## config.mk

```make
export PLATFORM = sky130hd
export DESIGN_NAME = uart_tx_arbiter
export DESIGN_NICKNAME = d
export VERILOG_FILES = /design/src/rtl/uart_tx_arbiter.sv
export SDC_FILE = /design/constraint.sdc
export NUM_CORES = 1
export LEC_CHECK = 0
export BUFFER_PORTS_ARGS = -buffer_cell sky130_fd_sc_hd__buf_4
export CAP_MARGIN = 20
export CORE_AREA = 3 3 78 80
export CTS_CLUSTER_SIZE = 10
export DETAILED_ROUTE_END_ITERATION = 7
export DIE_AREA = 0 0 81 83
export GPL_TIMING_DRIVEN = 0
export HOLD_SLACK_MARGIN = 0.03
export PLACE_DENSITY = 0.75
export SYNTH_ARGS = -nofsm -noshare
export SYNTH_HDL_FRONTEND = slang
export SYNTH_SLANG_ARGS = --single-unit
```

## constraint.sdc

```tcl
create_clock -name clk -period 1.8 [get_ports clk]
set_input_delay 0 -clock clk [delete_from_list [all_inputs] [get_ports clk]]
set_output_delay 0 -clock clk [all_outputs]
set_load 0.02 [all_outputs]
```

## src/rtl/uart_tx_arbiter.sv

```systemverilog
// uart_tx_arbiter
//   Shares one uart_tx between NUM_REQ byte-stream requesters. A requester is
//   granted for a whole packet (through its req_last byte) and selection is
//   round-robin. uart_tx has no busy output, so an internal frame timer paces
//   successive start pulses.
// Ports
//   clk        system clock, posedge
//   rst_n      asynchronous active-low reset
//   req_valid  per-requester byte valid
//   req_data   packed bytes, requester i at [8i+7:8i]
//   req_last   per-requester end-of-packet marker, qualifies req_valid
//   req_ready  per-requester accept strobe (high only in SEND for the owner)
//   tx_start   one-cycle start pulse to uart_tx
//   tx_data    byte to uart_tx, held until the next load
//   grant      one-hot current owner, zero when no owner
//   busy       high in every state except IDLE
module uart_tx_arbiter #(
    parameter int CLOCK_FREQUENCY = 27000000,
    parameter int BAUD_RATE       = 115200,
    parameter int NUM_REQ         = 4,
    parameter int HOLD_TIMEOUT    = 1024
) (
    input  logic                   clk,
    input  logic                   rst_n,
    input  logic [NUM_REQ-1:0]     req_valid,
    input  logic [8*NUM_REQ-1:0]   req_data,
    input  logic [NUM_REQ-1:0]     req_last,
    output logic [NUM_REQ-1:0]     req_ready,
    output logic                   tx_start,
    output logic [7:0]             tx_data,
    output logic [NUM_REQ-1:0]     grant,
    output logic                   busy
);

    // One 8N1 frame plus margin: 11 bit times absorbs baud-divider rounding.
    localparam int FRAME_CYCLES = 11 * (CLOCK_FREQUENCY / BAUD_RATE) + 2;
    localparam int FRAME_W      = $clog2(FRAME_CYCLES + 1);
    localparam int IDLE_W       = (HOLD_TIMEOUT > 0) ? $clog2(HOLD_TIMEOUT + 1) : 1;
    localparam int PTR_W        = $clog2(NUM_REQ);
    localparam bit HOLD_EN      = (HOLD_TIMEOUT > 0);

    localparam logic [FRAME_W-1:0] FRAME_LAST = FRAME_W'(FRAME_CYCLES - 1);
    localparam logic [FRAME_W-1:0] FRAME_MAX  = {FRAME_W{1'b1}};
    localparam logic [IDLE_W-1:0]  IDLE_LAST  = IDLE_W'((HOLD_TIMEOUT > 0) ? HOLD_TIMEOUT - 1 : 0);
    localparam logic [IDLE_W-1:0]  IDLE_MAX   = {IDLE_W{1'b1}};
    localparam logic [PTR_W-1:0]   PTR_LAST   = PTR_W'(NUM_REQ - 1);

    typedef enum logic [1:0] {
        ST_GUARD = 2'd0,
        ST_IDLE  = 2'd1,
        ST_SEND  = 2'd2,
        ST_HOLD  = 2'd3
    } state_t;

    state_t               state_r;
    logic [FRAME_W-1:0]   frame_cnt_r;
    logic [IDLE_W-1:0]    idle_cnt_r;
    logic [PTR_W-1:0]     ptr_r;
    logic [PTR_W-1:0]     gidx_r;
    logic [NUM_REQ-1:0]   grant_r;
    logic                 last_q_r;
    logic                 tx_start_r;
    logic [7:0]           tx_data_r;
    logic                 busy_r;

    logic [PTR_W-1:0]     pick_idx_s;
    logic                 pick_found_s;
    logic [7:0]           sel_byte_s;
    logic                 sel_last_s;
    logic                 owner_valid_s;
    logic [PTR_W-1:0]     next_ptr_s;

    // Index 'off' places above 'base', wrapping at NUM_REQ.
    function automatic logic [PTR_W-1:0] rot_idx(input logic [PTR_W-1:0] base, input int off);
        int sum;
        sum = int'(base) + off;
        return PTR_W'((sum >= NUM_REQ) ? sum - NUM_REQ : sum);
    endfunction

    // Round-robin pick: scan downward so the nearest valid index above the pointer wins.
    always_comb begin
        pick_idx_s = '0;
        for (int k = NUM_REQ - 1; k >= 0; k--) begin
            pick_idx_s = req_valid[rot_idx(ptr_r, k)] ? rot_idx(ptr_r, k) : pick_idx_s;
        end
    end

    // One-hot mux of the owner's byte and last flag.
    always_comb begin
        sel_byte_s = 8'h00;
        sel_last_s = 1'b0;
        for (int i = 0; i < NUM_REQ; i++) begin
            sel_byte_s = sel_byte_s | (req_data[8*i +: 8] & {8{grant_r[i]}});
            sel_last_s = sel_last_s | (req_last[i] & grant_r[i]);
        end
    end

    assign pick_found_s  = |req_valid;
    assign owner_valid_s = |(req_valid & grant_r);
    assign next_ptr_s    = (gidx_r == PTR_LAST) ? {PTR_W{1'b0}} : gidx_r + PTR_W'(1);

    // Arbitration and pacing FSM; every output except req_ready is registered here.
    always_ff @(posedge clk or negedge rst_n) begin
        if (!rst_n) begin
            state_r     <= ST_GUARD;
            frame_cnt_r <= '0;
            idle_cnt_r  <= '0;
            ptr_r       <= '0;
            gidx_r      <= '0;
            grant_r     <= '0;
            last_q_r    <= 1'b0;
            tx_start_r  <= 1'b0;
            tx_data_r   <= 8'h00;
            busy_r      <= 1'b1;
        end else begin
            tx_start_r <= 1'b0;
            case (state_r)
                ST_GUARD: begin
                    // The start cycle is the first guard cycle, so a frame is fully covered.
                    if (frame_cnt_r == FRAME_LAST) begin
                        frame_cnt_r <= '0;
                        if (grant_r == '0) begin
                            state_r <= ST_IDLE;
                            busy_r  <= 1'b0;
                        end else if (last_q_r) begin
                            grant_r  <= '0;
                            ptr_r    <= next_ptr_s;
                            last_q_r <= 1'b0;
                            state_r  <= ST_IDLE;
                            busy_r   <= 1'b0;
                        end else begin
                            idle_cnt_r <= '0;
                            state_r    <= ST_HOLD;
                        end
                    end else if (frame_cnt_r != FRAME_MAX) begin
                        frame_cnt_r <= frame_cnt_r + FRAME_W'(1);
                    end else begin
                        frame_cnt_r <= frame_cnt_r;
                    end
                end
                ST_IDLE: begin
                    if (pick_found_s) begin
                        gidx_r  <= pick_idx_s;
                        grant_r <= NUM_REQ'(1) << pick_idx_s;
                        state_r <= ST_SEND;
                        busy_r  <= 1'b1;
                    end else begin
                        state_r <= ST_IDLE;
                    end
                end
                ST_SEND: begin
                    tx_data_r   <= sel_byte_s;
                    last_q_r    <= sel_last_s;
                    tx_start_r  <= 1'b1;
                    frame_cnt_r <= '0;
                    state_r     <= ST_GUARD;
                end
                ST_HOLD: begin
                    // A dropped req_valid from the owner is simply idle time here.
                    if (owner_valid_s) begin
                        idle_cnt_r <= '0;
                        state_r    <= ST_SEND;
                    end else if (HOLD_EN && (idle_cnt_r == IDLE_LAST)) begin
                        idle_cnt_r <= '0;
                        grant_r    <= '0;
                        ptr_r      <= next_ptr_s;
                        last_q_r   <= 1'b0;
                        state_r    <= ST_IDLE;
                        busy_r     <= 1'b0;
                    end else if (idle_cnt_r != IDLE_MAX) begin
                        idle_cnt_r <= idle_cnt_r + IDLE_W'(1);
                    end else begin
                        idle_cnt_r <= idle_cnt_r;
                    end
                end
                default: begin
                    grant_r     <= '0;
                    frame_cnt_r <= '0;
                    state_r     <= ST_GUARD;
                    busy_r      <= 1'b1;
                end
            endcase
        end
    end

    assign req_ready = grant_r & {NUM_REQ{state_r == ST_SEND}};
    assign tx_start  = tx_start_r;
    assign tx_data   = tx_data_r;
    assign grant     = grant_r;
    assign busy      = busy_r;

endmodule
```

; After elaboration in Yosys (flattened, before gate mapping)
; Cells that the tools add are included.
[totals]
reg_bits = 44
[op_classes]
n_addsub = 10
bitwise_logic = 16
mux = 58
reduce_logical = 16
eq_ne = 19
n_lt_le_gt_ge = 8
shift = 1
[ops]
columns = op, count
row1 = two-way mux 11 bit, 6
row2 = two-way mux 2 bit, 20
row3 = AND 8 bit, 4
row4 = two-way mux 12 bit, 2
row5 = two-way mux 4 bit, 6
row6 = OR 8 bit, 3
row7 = one-hot mux 12 bit (2 select lines), 1
row8 = one-hot mux 11 bit (2 select lines), 1
row9 = "inequality test 2 bit, second input constant", 7
row10 = two-way mux 1 bit, 13
row11 = "adder 12 x 1 -> 12 bit, second input constant", 1
row12 = "equality test 12 bit, second input constant", 1
row13 = "less-than comparator 2 x 3 -> 1 bit, second input constant", 4
row14 = "inequality test 12 bit, second input constant", 1
row15 = one-hot mux 4 bit (3 select lines), 1
row16 = AND reduction 6 bit, 2
row17 = "adder 11 x 1 -> 11 bit, second input constant", 1
row18 = "equality test 11 x 10 -> 1 bit, second input constant", 1
row19 = "inequality test 11 bit, second input constant", 1
row20 = AND reduction 5 bit, 2
row21 = "greater-or-equal comparator 3 bit, second input constant", 3
row22 = "inequality test 3 bit, second input constant", 3
row23 = AND 4 bit, 2
row24 = binary-select mux 1 bit (select 2 bit), 4
row25 = 21 further kinds, 38

; Longest topological paths before layout
[logic_depth]
ltp_word = 12
mapped_depth = 8
mapped_depth_nobuf = 6

; Worst setup path before layout
; OpenSTA, ideal clock, no wires.
[synth_timing]
kind = register to register
start = register frame_cnt_r[0]
end = register idle_cnt_r[0]
t_arrival_ps = 1682
path_buffers = 2
path_slack_ps = -7
path_stages_with_launch = 9
path_cell_list = dfrtp_1 > ha_1 > and3_1 > buf_6 > a31o_1 > buf_6 > o211a_4 > o21ai_2 > mux2_4
[synth_between]
elab_chain_cells = 3
[synth_rtl]
columns = item, line
row1 = start: declaration, 56  ; logic [FRAME_W-1:0] frame_cnt_r;
row2 = start signal: assignment, 136  ; frame_cnt_r <= frame_cnt_r + FRAME_W'(1);
row3 = start signal: assignment, 138  ; frame_cnt_r <= frame_cnt_r;
row4 = equality test 12 bit, 120  ; if (frame_cnt_r == FRAME_LAST) begin
row5 = inequality test 2 bit (no line), -
row6 = AND reduction 5 bit (no line), -
row7 = end signal: assignment, 171  ; idle_cnt_r <= idle_cnt_r + IDLE_W'(1);
row8 = end signal: assignment, 173  ; idle_cnt_r <= idle_cnt_r;
row9 = end: declaration, 57  ; logic [IDLE_W-1:0] idle_cnt_r;
; No other way between the ends.
; A chain may end at the register's enable or synchronous reset.

; Final worst setup path
[layout_timing]
start = register frame_cnt_r[7]
end = register idle_cnt_r[0]
; Same word-level chain as after synthesis.

==> flow_summary.rst <==
.. list-table::
   :header-rows: 1

   * - Metric
     - Value
   * - Antenna cells
     - 0
   * - Count of placed standard cells including taps
     - 417
   * - Top achievable clock speed
     - 546 MHz
   * - Crit path largest cell delay
     - 0.45 ns
   * - Wire length of the first global-routing pass
     - 12500 um
   * - Synth area leaders
     - dfrtp_1 40%, a22oi_1 5.9%, o21ai_0 4.1%
   * - Worst-path cell chain
     - nor4b_4 -> a31o_1 -> buf_6 -> o211a_4 -> o21ai_4 -> mux2_4
   * - Residual overflow from global routing
     - 0
   * - Global-route usage over all layers
     - 23.2%
   * - Library cell contributing the largest single delay on the critical path
     - dfrtp_2
   * - Combinational family with the most area after synthesis
     - compound AO/OA/AOI/OAI gates
   * - Number of fill cells
     - 455
   * - Share of the yosys chip area belonging to registers
     - 41.3%
   * - Final number of setup-violating endpoints
     - 1
   * - Number of hold-slack violations in the final timing report
     - 0
   * - Insertion delay of the later-clocked pin in the worst-skew pair
     - 0.30 ns
   * - Adder-cell share of the synthesized area
     - 1.41%
   * - TritonCTS clock tree
     - done
   * - EDFF count, synth
     - 0
   * - Number of top-level design ports
     - 60
   * - Mux share of post-synthesis cell area
     - 2.58%
   * - Final max-slew violation count
     - 0
   * - Number of DRC markers after the initial detailed-route iteration
     - 152
   * - Violated checks
     - setup timing
   * - Synth Area per Inst
     - 9.34 sq um
   * - Final routed wirelength across all metal layers
     - 7750 um
   * - Most used standard cell by instance count after synthesis
     - dfrtp_1
   * - Top-area cell type share of the netlist area
     - 40.3%
   * - Placer's final routability congestion estimate
     - 0.833
   * - Synthesized-area fraction occupied by xor and xnor cells
     - 0%
   * - Minimum period implied by the final worst setup slack
     - 1.83 ns
   * - Setup repair after global routing missed its margin
     - true
   * - Status
     - finished, violations left
   * - Warnings, synthesis
     - 0
   * - H-Tree Level Count
     - 2
   * - Clk sink count
     - 44
   * - Initial antenna violation count
     - 0
   * - Setup TNS after final layout
     - -0.0299 ns
   * - Post-detail-place hpwl
     - 5190 um
   * - Initial Utilization
     - 48.8%
   * - Final instance count without filler cells
     - 443
   * - Average vias per placed instance
     - 5.96
   * - Hold Path Class
     - in -> reg
   * - Height of the die
     - 83 um
   * - Number of violations of the max-capacitance limit
     - 0
   * - Worst setup path category
     - reg -> reg
   * - Worst rel slew slack
     - 62.0%
   * - Transition time of the tightest slew-check pin
     - 0.570 ns
   * - Areal power density over the cells
     - 490 mW/mm^2
   * - Post-route clock skew
     - 0.00828 ns
   * - Per-cell routed wire length
     - 17.5 um
   * - Buffers from clock root to sink, at most
     - 2
   * - Clock-pin slew on the worst setup and hold paths
     - 0.09 ns
   * - Via count of the first global-routing pass
     - 2614
   * - Data arrival time at the worst-slack endpoint
     - 2.01 ns
   * - Input/output buffers
     - 59
   * - Endpoint kind of the worst setup timing path
     - register
   * - Post-Synthesis Cell Area
     - 0.00267 sq mm
   * - Crit path required time
     - 1.98 ns
   * - Number of distinct library cells after synthesis
     - 64
   * - Period Utilization, post-route
     - 102%
   * - Overall die area
     - 0.00672 sq mm
   * - Final worst setup slack
     - -0.0299 ns
   * - Cell types with the highest counts after synthesis
     - 43 x dfrtp_1, 25 x nand2_1, 22 x o21ai_0
   * - Detail Route Antenna Nets
     - 0
   * - Final core utilization
     - 65.2%
   * - TritonCTS buffer count
     - 5
   * - Cell taking the most area after synthesis
     - dfrtp_1
   * - Cells after synthesis
     - 286
   * - Via count
     - 2640
   * - Simple-gate area share of the yosys netlist
     - 21.5%
   * - Net Count, Synth
     - 331
   * - Maximum resistive drop on vdd
     - 0.470 mV
   * - Clock Root Buffer
     - clkbuf_8
   * - Share of cells above drive strength 1
     - 33.2%
   * - Register bit total from synthesis
     - 44
   * - Compound-Gate Fraction of Synth Area
     - 28.1%
   * - DRC violations left
     - 0
   * - Core outline area
     - 0.00547 sq mm
   * - Critical path fanouts, max
     - 8
   * - Largest net degree at the start of global routing
     - 45
   * - Leakage power figure
     - 1.60 nW
   * - Crit path launch type
     - register
   * - Count of standard-cell rows
     - 27
   * - Top flip-flop cell by instance count after synthesis
     - dfrtp_1
   * - Total number of nets in the final design
     - 415
   * - Worst Path Buf+Inv
     - 1
   * - Area growth from synthesis to layout
     - 33.5%
   * - Pre-Repair DR Iteration Count
     - 5
   * - Delay-heaviest family, CP
     - compound AO/OA/AOI/OAI gates
   * - Overall die width
     - 81 um
   * - Share of synthesized registers carrying an async set or reset
     - 100%
cell usage in the layout, fill, tap and decap left out, types with 3 or more instances in the layout:
| cell | synthesis | final |
|---|---|---|
| mux2_4 | 1 | 3 |
| dlygate4sd3_1 | 0 | 6 |
| o21ai_1 | 6 | 9 |
| nand3_1 | 7 | 7 |
| a31oi_1 | 11 | 11 |
| nor3b_1 | 3 | 3 |
| a21oi_1 | 11 | 11 |
| and4_2 | 3 | 3 |
| o41ai_1 | 4 | 4 |
| inv_1 | 8 | 8 |
| and3_1 | 17 | 15 |
| nand4_1 | 3 | 3 |
| o21ai_0 | 22 | 18 |
| nor2_1 | 17 | 17 |
| o2bb2ai_1 | 4 | 4 |
| dfrtp_2 | 0 | 4 |
| nor3_1 | 3 | 3 |
| buf_4 | 2 | 77 |
| nand2_1 | 25 | 24 |
| o22ai_1 | 4 | 4 |
| clkbuf_8 | 0 | 6 |
| buf_6 | 4 | 3 |
| a221oi_1 | 3 | 3 |
| a22oi_1 | 21 | 19 |
| clkbuf_1 | 7 | 9 |
| dfrtp_1 | 43 | 39 |
stage by stage:
step / hold slack (ns) / worst slack, ns / total power [mW] / area [sq um]
6_report: 0.0348 / -0.0299 / 1.75 / 3570
5_1_grt: 0.0394 / -0.0659 / 1.81 / 3570
4_1_cts: 0.0319 / -0.0277 / 1.76 / 3480
3_5_place_dp: 0.0367 / -0.173 / 1.11 / 3210
3_3_place_gp: 0.0334 / -0.140 / 1.11 / 3210
2_1_floorplan: -0.296 / 0.0125 / 1.02 / 2670
report_power, final:
part           internal (mW)  switching (mW)
clock                  0.314           0.335
combinational         0.0679          0.0444
sequential             0.987               0
total                   1.37           0.380
registers in the layout, summed over array words and instances (netlist names):
name,cells
state_r,2
last_q_r,1
gidx_r,2
frame_cnt_r,12
tx_data,8
grant,4
tx_start,1
busy,1
ptr_r,2
idle_cnt_r,11
worst min-delay path, delay by kind of cell:
family                 cells  cell delay (ns)
buffers and inverters      1             0.08
AOI/OAI and AO/OA          2             0.21
metal layers:
layer	vias up	share of wire (%)	GRT usage, %	routed length [um]
met2	73	51	37.3	3920
li1	1269	-	-	-
met3	12	3.9	4.23	302
met1	1286	44	31.8	3400
met5	-	0	0	0
met4	0	1.6	6.14	123
timing repair:
item | in CTS | in global routing
endpoints found under the hold margin | 46 | 0
setup endpoints to repair | 30 | 22
pin swaps | 3 | 10
setup buffers | 11 | 5
hold buffers | 6 | 0
gates resized for setup | 14 | 15
worst paths after layout:
path	start	end	slack, ns	cells after the start
max reg2reg	frame_cnt_r[7]	idle_cnt_r[0]	-0.03	6
max	frame_cnt_r[7]	idle_cnt_r[0]	-0.03	6
min	req_data[22]	tx_data[6]	0.03	3
min in group asynchronous	rst_n	tx_start	0.23	2
min reg2reg	idle_cnt_r[8]	idle_cnt_r[8]	0.52	1
max in group asynchronous	rst_n	frame_cnt_r[5]	1.16	2
cell families after synthesis:
family                     Yosys count
AOI/OAI and AO/OA                  109
and+or+nand+nor                     98
DFF                                 44
buffers and inverters               26
muxes                                6
adders and majority gates            3
area by class of cell:
cell class                 count  area, sq um  share of cell area, %
inverter                      10         37.5                   1.05
clock buffer                   8         90.1                   2.53
tap                           72         90.1                   2.53
sequential                    44         1110                   31.0
multi-input combinational    216         1540                   43.3
timing repair buffer          81          623                   17.5
buffer                        12         75.1                   2.10
(Power assumes the default switching activity.)
